==> config.mk <==
export PLATFORM = sky130hd
export DESIGN_NAME = config_reporter
export DESIGN_NICKNAME = d
export VERILOG_FILES = /design/src/rtl/config_reporter_pkg.sv /design/src/rtl/tx_serial_8E1.sv /design/src/rtl/config_reporter.sv
export SDC_FILE = /design/constraint.sdc
export NUM_CORES = 1
export LEC_CHECK = 0
export CAP_MARGIN = 20
export CORE_MARGIN = 2
export CORE_UTILIZATION = 55
export CTS_CLUSTER_SIZE = 24
export DETAILED_ROUTE_END_ITERATION = 8
export PLACE_DENSITY = 0.88
export RECOVER_POWER = 50
export SLEW_MARGIN = 0
export SYNTH_ARGS = -nofsm -noshare
export SYNTH_HDL_FRONTEND = slang
export SYNTH_SLANG_ARGS = --single-unit
==> constraint.sdc <==
create_clock -name clock -period 2.2 [get_ports clock]
set_input_delay 0.44 -clock clock [delete_from_list [all_inputs] [get_ports clock]]
set_output_delay 0.44 -clock clock [all_outputs]
set_load 0.01 [all_outputs]
==> src/rtl/config_reporter_pkg.sv <==
// -----------------------------------------------------------------------------
// config_reporter_pkg
// Shared constants for the configuration reporter: FSM state encodings,
// default frame header, frame length in bytes, serial bits per byte, and the
// even-parity helper used by the byte serializer.
// -----------------------------------------------------------------------------
package config_reporter_pkg;

  // FSM state encodings (also exported on db_estado)
  localparam logic [2:0] ST_INICIAL   = 3'd0;
  localparam logic [2:0] ST_CAPTURA   = 3'd1;
  localparam logic [2:0] ST_CARREGA   = 3'd2;
  localparam logic [2:0] ST_TRANSMITE = 3'd3;
  localparam logic [2:0] ST_ESPERA    = 3'd4;
  localparam logic [2:0] ST_PROXIMO   = 3'd5;
  localparam logic [2:0] ST_FIM       = 3'd6;

  localparam logic [7:0] HEADER_DEFAULT = 8'hA5;

  // Header + 10 data bytes + checksum
  localparam int FRAME_BYTES = 12;

  // Start + 8 data + parity + stop
  localparam int SERIAL_BITS = 11;

  // Even parity: the parity bit makes the total count of ones even.
  function automatic logic even_parity(input logic [7:0] d);
    return ^d;
  endfunction

endpackage

==> src/rtl/tx_serial_8E1.sv <==
// -----------------------------------------------------------------------------
// tx_serial_8E1
// Serializes one byte as 8E1: start bit (0), 8 data bits LSB first, even
// parity bit, stop bit (1). Every bit lasts CLKS_PER_BIT clock cycles.
//
// Ports
//   clock         system clock
//   reset         asynchronous active-low reset
//   partida       start request, accepted only while idle
//   dados[7:0]    byte to send, sampled together with partida
//   saida_serial  serial line, idle high
//   pronto        one-cycle pulse near the end of the stop bit
// -----------------------------------------------------------------------------
module tx_serial_8E1
  import config_reporter_pkg::*;
#(
  parameter int CLKS_PER_BIT = 434
) (
  input  logic       clock,
  input  logic       reset,
  input  logic       partida,
  input  logic [7:0] dados,
  output logic       saida_serial,
  output logic       pronto
);

  localparam int                BAUD_W     = (CLKS_PER_BIT > 2) ? $clog2(CLKS_PER_BIT) : 2;
  localparam logic [BAUD_W-1:0] BAUD_LAST  = BAUD_W'(CLKS_PER_BIT - 1);
  localparam logic [BAUD_W-1:0] BAUD_EARLY = BAUD_W'(CLKS_PER_BIT - 2);
  localparam logic [3:0]        BIT_LAST   = 4'(SERIAL_BITS - 1);

  logic              active;
  logic [BAUD_W-1:0] baud_cnt;
  logic [3:0]        bit_idx;    // bit currently on the line, 0 = start bit
  logic [9:0]        frame_bits; // bits following the start bit: data, parity, stop

  always_ff @(posedge clock or negedge reset) begin
    if (!reset) begin
      active       <= 1'b0;
      baud_cnt     <= '0;
      bit_idx      <= '0;
      frame_bits   <= '0;
      saida_serial <= 1'b1;
    end else if (!active) begin
      saida_serial <= 1'b1;
      baud_cnt     <= '0;
      bit_idx      <= '0;
      if (partida) begin
        active       <= 1'b1;
        frame_bits   <= {1'b1, even_parity(dados), dados};
        saida_serial <= 1'b0;
      end
    end else if (baud_cnt == BAUD_LAST) begin
      baud_cnt <= '0;
      if (bit_idx == BIT_LAST) begin
        active       <= 1'b0;
        saida_serial <= 1'b1;
      end else begin
        bit_idx      <= bit_idx + 4'd1;
        // frame_bits[k] is serial bit k+1, so the current index selects the next bit
        saida_serial <= frame_bits[bit_idx];
      end
    end else begin
      baud_cnt <= baud_cnt + 1'b1;
    end
  end

  // Fired one cycle before the stop bit ends: the caller needs three cycles
  // (next-index, load, start) before the serializer sees partida again, so the
  // early pulse keeps the idle gap between consecutive bytes at two cycles.
  assign pronto = active && (bit_idx == BIT_LAST) && (baud_cnt == BAUD_EARLY);

endmodule

==> src/rtl/config_reporter.sv <==
// -----------------------------------------------------------------------------
// config_reporter
// On request, snapshots five 16-bit limits and sends them on a serial line as a
// 12-byte frame: HEADER, humidity MSB/LSB, temp1..temp4 MSB/LSB, XOR checksum
// of the ten data bytes. Requests arriving while a report is in flight are
// ignored.
//
// Ports
//   clock           system clock
//   reset           asynchronous active-low reset
//   enviar_config   report request, level-sampled in INICIAL
//   umidade_lim_in  humidity limit
//   temp_lim1_in .. temp_lim4_in  temperature limits
//   tx_serial       serial line, idle high
//   ocupado         high while a report is in progress
//   pronto_envio    one-cycle pulse when the frame completes
//   db_estado       current FSM state
// -----------------------------------------------------------------------------
module config_reporter
  import config_reporter_pkg::*;
#(
  parameter int         CLKS_PER_BIT = 434,
  parameter logic [7:0] HEADER       = HEADER_DEFAULT
) (
  input  logic        clock,
  input  logic        reset,
  input  logic        enviar_config,
  input  logic [15:0] umidade_lim_in,
  input  logic [15:0] temp_lim1_in,
  input  logic [15:0] temp_lim2_in,
  input  logic [15:0] temp_lim3_in,
  input  logic [15:0] temp_lim4_in,
  output logic        tx_serial,
  output logic        ocupado,
  output logic        pronto_envio,
  output logic [2:0]  db_estado
);

  localparam logic [3:0] LAST_IDX = 4'(FRAME_BYTES - 1);

  logic [2:0]  state, next_state;
  logic [3:0]  byte_idx;
  logic [15:0] snap_umid, snap_t1, snap_t2, snap_t3, snap_t4;
  logic [7:0]  checksum;
  logic [7:0]  byte_sel, byte_q;
  logic        byte_done;

  // Next-state logic
  always_comb begin
    next_state = state;
    case (state)
      ST_INICIAL:   if (enviar_config) next_state = ST_CAPTURA;
      ST_CAPTURA:   next_state = ST_CARREGA;
      ST_CARREGA:   next_state = ST_TRANSMITE;
      ST_TRANSMITE: next_state = ST_ESPERA;
      ST_ESPERA:    if (byte_done) next_state = ST_PROXIMO;
      ST_PROXIMO:   next_state = (byte_idx < LAST_IDX) ? ST_CARREGA : ST_FIM;
      ST_FIM:       next_state = ST_INICIAL;
      default:      next_state = ST_INICIAL;
    endcase
  end

  always_ff @(posedge clock or negedge reset) begin
    if (!reset) state <= ST_INICIAL;
    else        state <= next_state;
  end

  // Snapshot, checksum, byte register and index
  always_ff @(posedge clock or negedge reset) begin
    if (!reset) begin
      snap_umid <= '0;
      snap_t1   <= '0;
      snap_t2   <= '0;
      snap_t3   <= '0;
      snap_t4   <= '0;
      checksum  <= '0;
      byte_q    <= '0;
      byte_idx  <= '0;
    end else begin
      // Tracks the snapshot with one cycle of lag; the snapshot only changes
      // in CAPTURA, so it is settled long before byte 11 is loaded.
      checksum <= snap_umid[15:8] ^ snap_umid[7:0] ^ snap_t1[15:8] ^ snap_t1[7:0]
                ^ snap_t2[15:8]   ^ snap_t2[7:0]   ^ snap_t3[15:8] ^ snap_t3[7:0]
                ^ snap_t4[15:8]   ^ snap_t4[7:0];
      case (state)
        ST_CAPTURA: begin
          snap_umid <= umidade_lim_in;
          snap_t1   <= temp_lim1_in;
          snap_t2   <= temp_lim2_in;
          snap_t3   <= temp_lim3_in;
          snap_t4   <= temp_lim4_in;
          byte_idx  <= '0;
        end
        ST_CARREGA: byte_q <= byte_sel;
        ST_PROXIMO: if (byte_idx < LAST_IDX) byte_idx <= byte_idx + 4'd1;
        default: ;
      endcase
    end
  end

  // Frame byte selection
  always_comb begin
    byte_sel = checksum;
    case (byte_idx)
      4'd0:  byte_sel = HEADER;
      4'd1:  byte_sel = snap_umid[15:8];
      4'd2:  byte_sel = snap_umid[7:0];
      4'd3:  byte_sel = snap_t1[15:8];
      4'd4:  byte_sel = snap_t1[7:0];
      4'd5:  byte_sel = snap_t2[15:8];
      4'd6:  byte_sel = snap_t2[7:0];
      4'd7:  byte_sel = snap_t3[15:8];
      4'd8:  byte_sel = snap_t3[7:0];
      4'd9:  byte_sel = snap_t4[15:8];
      4'd10: byte_sel = snap_t4[7:0];
      default: byte_sel = checksum;
    endcase
  end

  tx_serial_8E1 #(
    .CLKS_PER_BIT(CLKS_PER_BIT)
  ) u_tx (
    .clock       (clock),
    .reset       (reset),
    .partida     (state == ST_TRANSMITE),
    .dados       (byte_q),
    .saida_serial(tx_serial),
    .pronto      (byte_done)
  );

  assign ocupado      = (state != ST_INICIAL);
  assign pronto_envio = (state == ST_FIM);
  assign db_estado    = state;

endmodule

==> impl_metrics.ini <==
[floorplanning]
rows = 39
dieArea_um2 = 12600
die_h_um = 112
ioPinCount = 89
start_util = 0.563
core-area_um2 = 11400
chipWidth_um = 112

[job]
drv_cap = 0

[worst_setup_path]
crit_slowest_cell = clkdlybuf4s50_1
critPathLaunchType = flop
path_cells = or3_1 > clkdlybuf4s50_1
critPathBufInv = 1
cp.arrival_ns = 1.70
path_max_fanout = 3
setup.worst_path.start = db_estado[2]
crit_required_ns = 1.76
crit_path_max_incr_delay_ns = 0.48
cp-end-kind = output pin
critical_path_class = flop to output pin
timing.rr.start = byte_idx[0]
crit_family = buffers and inverters

[place]
dp.final_hpwl_mm = 10.1
place.gp.congestion = 0.848
io_buffers = 88
dpl_cell_area_um2 = 7500

[sta]
skew_ns = 0.00562
slew_headroom = 0.276
worst_pin_slew_ns = 1.09
rsz0062_at_grt = false
fin_setup_tns_ns = 0
timing.fmax_mhz = 468
slew_violations = 0
setup_viol = 0
period_share = 0.971
period_needed_ns = 2.14
hold_violations = 0

[power]
power_density_nw_per_um2 = 752
total_leakage_power_nw = 3.19
irDropWorstVdd_mv = 0.642

[global_routing]
grt_max_degree = 85
grt_pass1_wl_mm = 25.0
grt.total_usage = 0.254
grt_overflow_total = 0
antenna_found_initial = 0
grt_pass1_vias = 5033

[yosys]
ys.flop_type = dfrtp_1
synth_nets = 633
yosysWarnings = 0
syn_inst = 541
async_flop_share = 1.00
synth_area_per_cell_um2 = 11.9
synth-seq-area-share = 0.499
synth-edff-count = 0
ys_seq_elements = 128
netlist_area_um2 = 6420
synth_cell_types = 51

[hold_path]
hp-class = primary input to async pin

[cells_and_area]
multiInputGateArea_um2 = 3050
drive_above_1_share = 0.232
stdcell_area_um2 = 8120
area_delta_synth_final_pct = 26.4
nNetsFinal = 729
layout_commonest_cell = dfrtp_1
final_cell_mix = dfrtp_1 (125), mux2_2 (91), clkdlybuf4s50_1 (87)
antenna_cells = 0
regArea_um2 = 3210
nFillCells = 785

[clock_network]
clock_sinks = 128
cts_buffers = 17
clk_latency_ns = 0.42
cts_htree_levels = 4
cts-root-buf = clkbuf_16
cts_tree = built
path_clk_slew_ns = 0.06
cts_buffer_depth = 2

[route]
wirelength_mm = 15.0
vias = 4678
avgRoutedWirePerCell_um = 18.9
vias_per_cell = 5.90
ant_nets = 0
drt_iter0_markers = 357
firstDrtPassIters = 5
drc_errors = 0

[status]
outcome = completed
-- routing by layer --
layer	track usage	share of wire
met1	0.313	0.40
met2	0.434	0.51
met3	0.0518	0.054
met4	0.115	0.031
met5	0	0
-- metrics by stage --
step | hold slack, ns | instances | util | total power, mW | setup WS [ns]
floorplan | 0.144 | 541 | - | 2.92 | 0.430
global placement | 0.463 | 759 | 0.657 | 3.18 | 0.340
detailed placement | 0.467 | 759 | 0.657 | 3.20 | 0.209
CTS | 0.0314 | 793 | 0.713 | 6.14 | 0.00739
global route | 0.291 | 793 | 0.711 | 6.31 | 0.00310
finish | 0.215 | 793 | 0.711 | 6.10 | 0.0635
-- power breakdown --
part	switching (mW)	internal, mW
combinational	0.201	0.344
sequential	0.117	2.51
clock	1.06	1.87
total	1.38	4.72
-- flip-flops by register name, indices dropped and copies added, names as in the netlist --
register,count
db_estado,3
u_tx.frame_bits,10
snap_t4,16
u_tx.saida_serial,1
u_tx.bit_idx,4
snap_t2,16
u_tx.active,1
checksum,8
snap_t1,16
snap_t3,16
byte_idx,4
u_tx.baud_cnt,9
snap_umid,16
byte_q,8
-- final cells by class --
class,count,area share
Clock inverter,12,0.0193
Timing Repair Buffer,107,0.126
Tap cell,143,0.0220
Sequential cell,128,0.395
Inverter,10,0.00493
Multi-Input combinational cell,373,0.375
Clock buffer,20,0.0575
-- logic make-up after synthesis --
logic type | Yosys count | share of synthesized area
buf+inv | 40 | 0.0277
compound gates | 93 | 0.0947
flops | 128 | 0.499
mux | 98 | 0.176
fa+ha+maj | 9 | 0.0175
simple gates | 85 | 0.0656
xor+xnor | 88 | 0.120
-- cells in the mapped netlist, types with 2 or more instances --
cell type / number / area (um^2)
a211oi_1: 2 / 15.0
a21boi_0: 2 / 15.0
a21oi_1: 29 / 145
a221oi_1: 3 / 26.3
a222oi_1: 4 / 40.0
a22o_1: 2 / 17.5
a22oi_1: 18 / 135
a311oi_1: 3 / 26.3
and2_1: 4 / 25.0
and3_1: 3 / 18.8
buf_1: 2 / 7.51
buf_2: 19 / 95.1
clkbuf_1: 8 / 30.0
dfrtp_1: 127 / 3180
ha_1: 9 / 113
inv_1: 9 / 33.8
mux2_2: 91 / 1020
mux2i_1: 4 / 40.0
nand2_1: 21 / 78.8
nand2b_1: 2 / 12.5
nand3_1: 6 / 30.0
nand4_1: 3 / 18.8
nor2_1: 28 / 105
nor2b_1: 2 / 12.5
nor3_1: 2 / 10.0
nor3b_1: 2 / 15.0
nor4_1: 2 / 12.5
o21ai_0: 20 / 100
o32a_1: 3 / 30.0
or3_1: 4 / 25.0
xnor2_1: 78 / 683
xor2_1: 10 / 87.6
-- repair_timing --
| item | 4_1_cts | 5_1_grt |
|---|---|---|
| setup buffers | 2 | 0 |
| setup endpoints to repair | 1 | 1 |
| hold buffers | 0 | 0 |
| resized for setup | 1 | 2 |
| pin swaps | 0 | 0 |
-- path summary, 6_finish.rpt --
path                                            to  slack (ns)  depth (start not counted)
min in group clock              u_tx.frame_bits[9]        0.48                          1
worst max register to register           byte_q[7]        0.17                          8
worst min-delay path              u_tx.baud_cnt[0]        0.22                          1
worst min register to register  u_tx.frame_bits[9]        0.48                          1
max in group asynchronous                byte_q[3]        0.51                          2
worst max-delay path                       ocupado        0.06                          2
No activity file was read; power rests on OpenSTA's default activity.
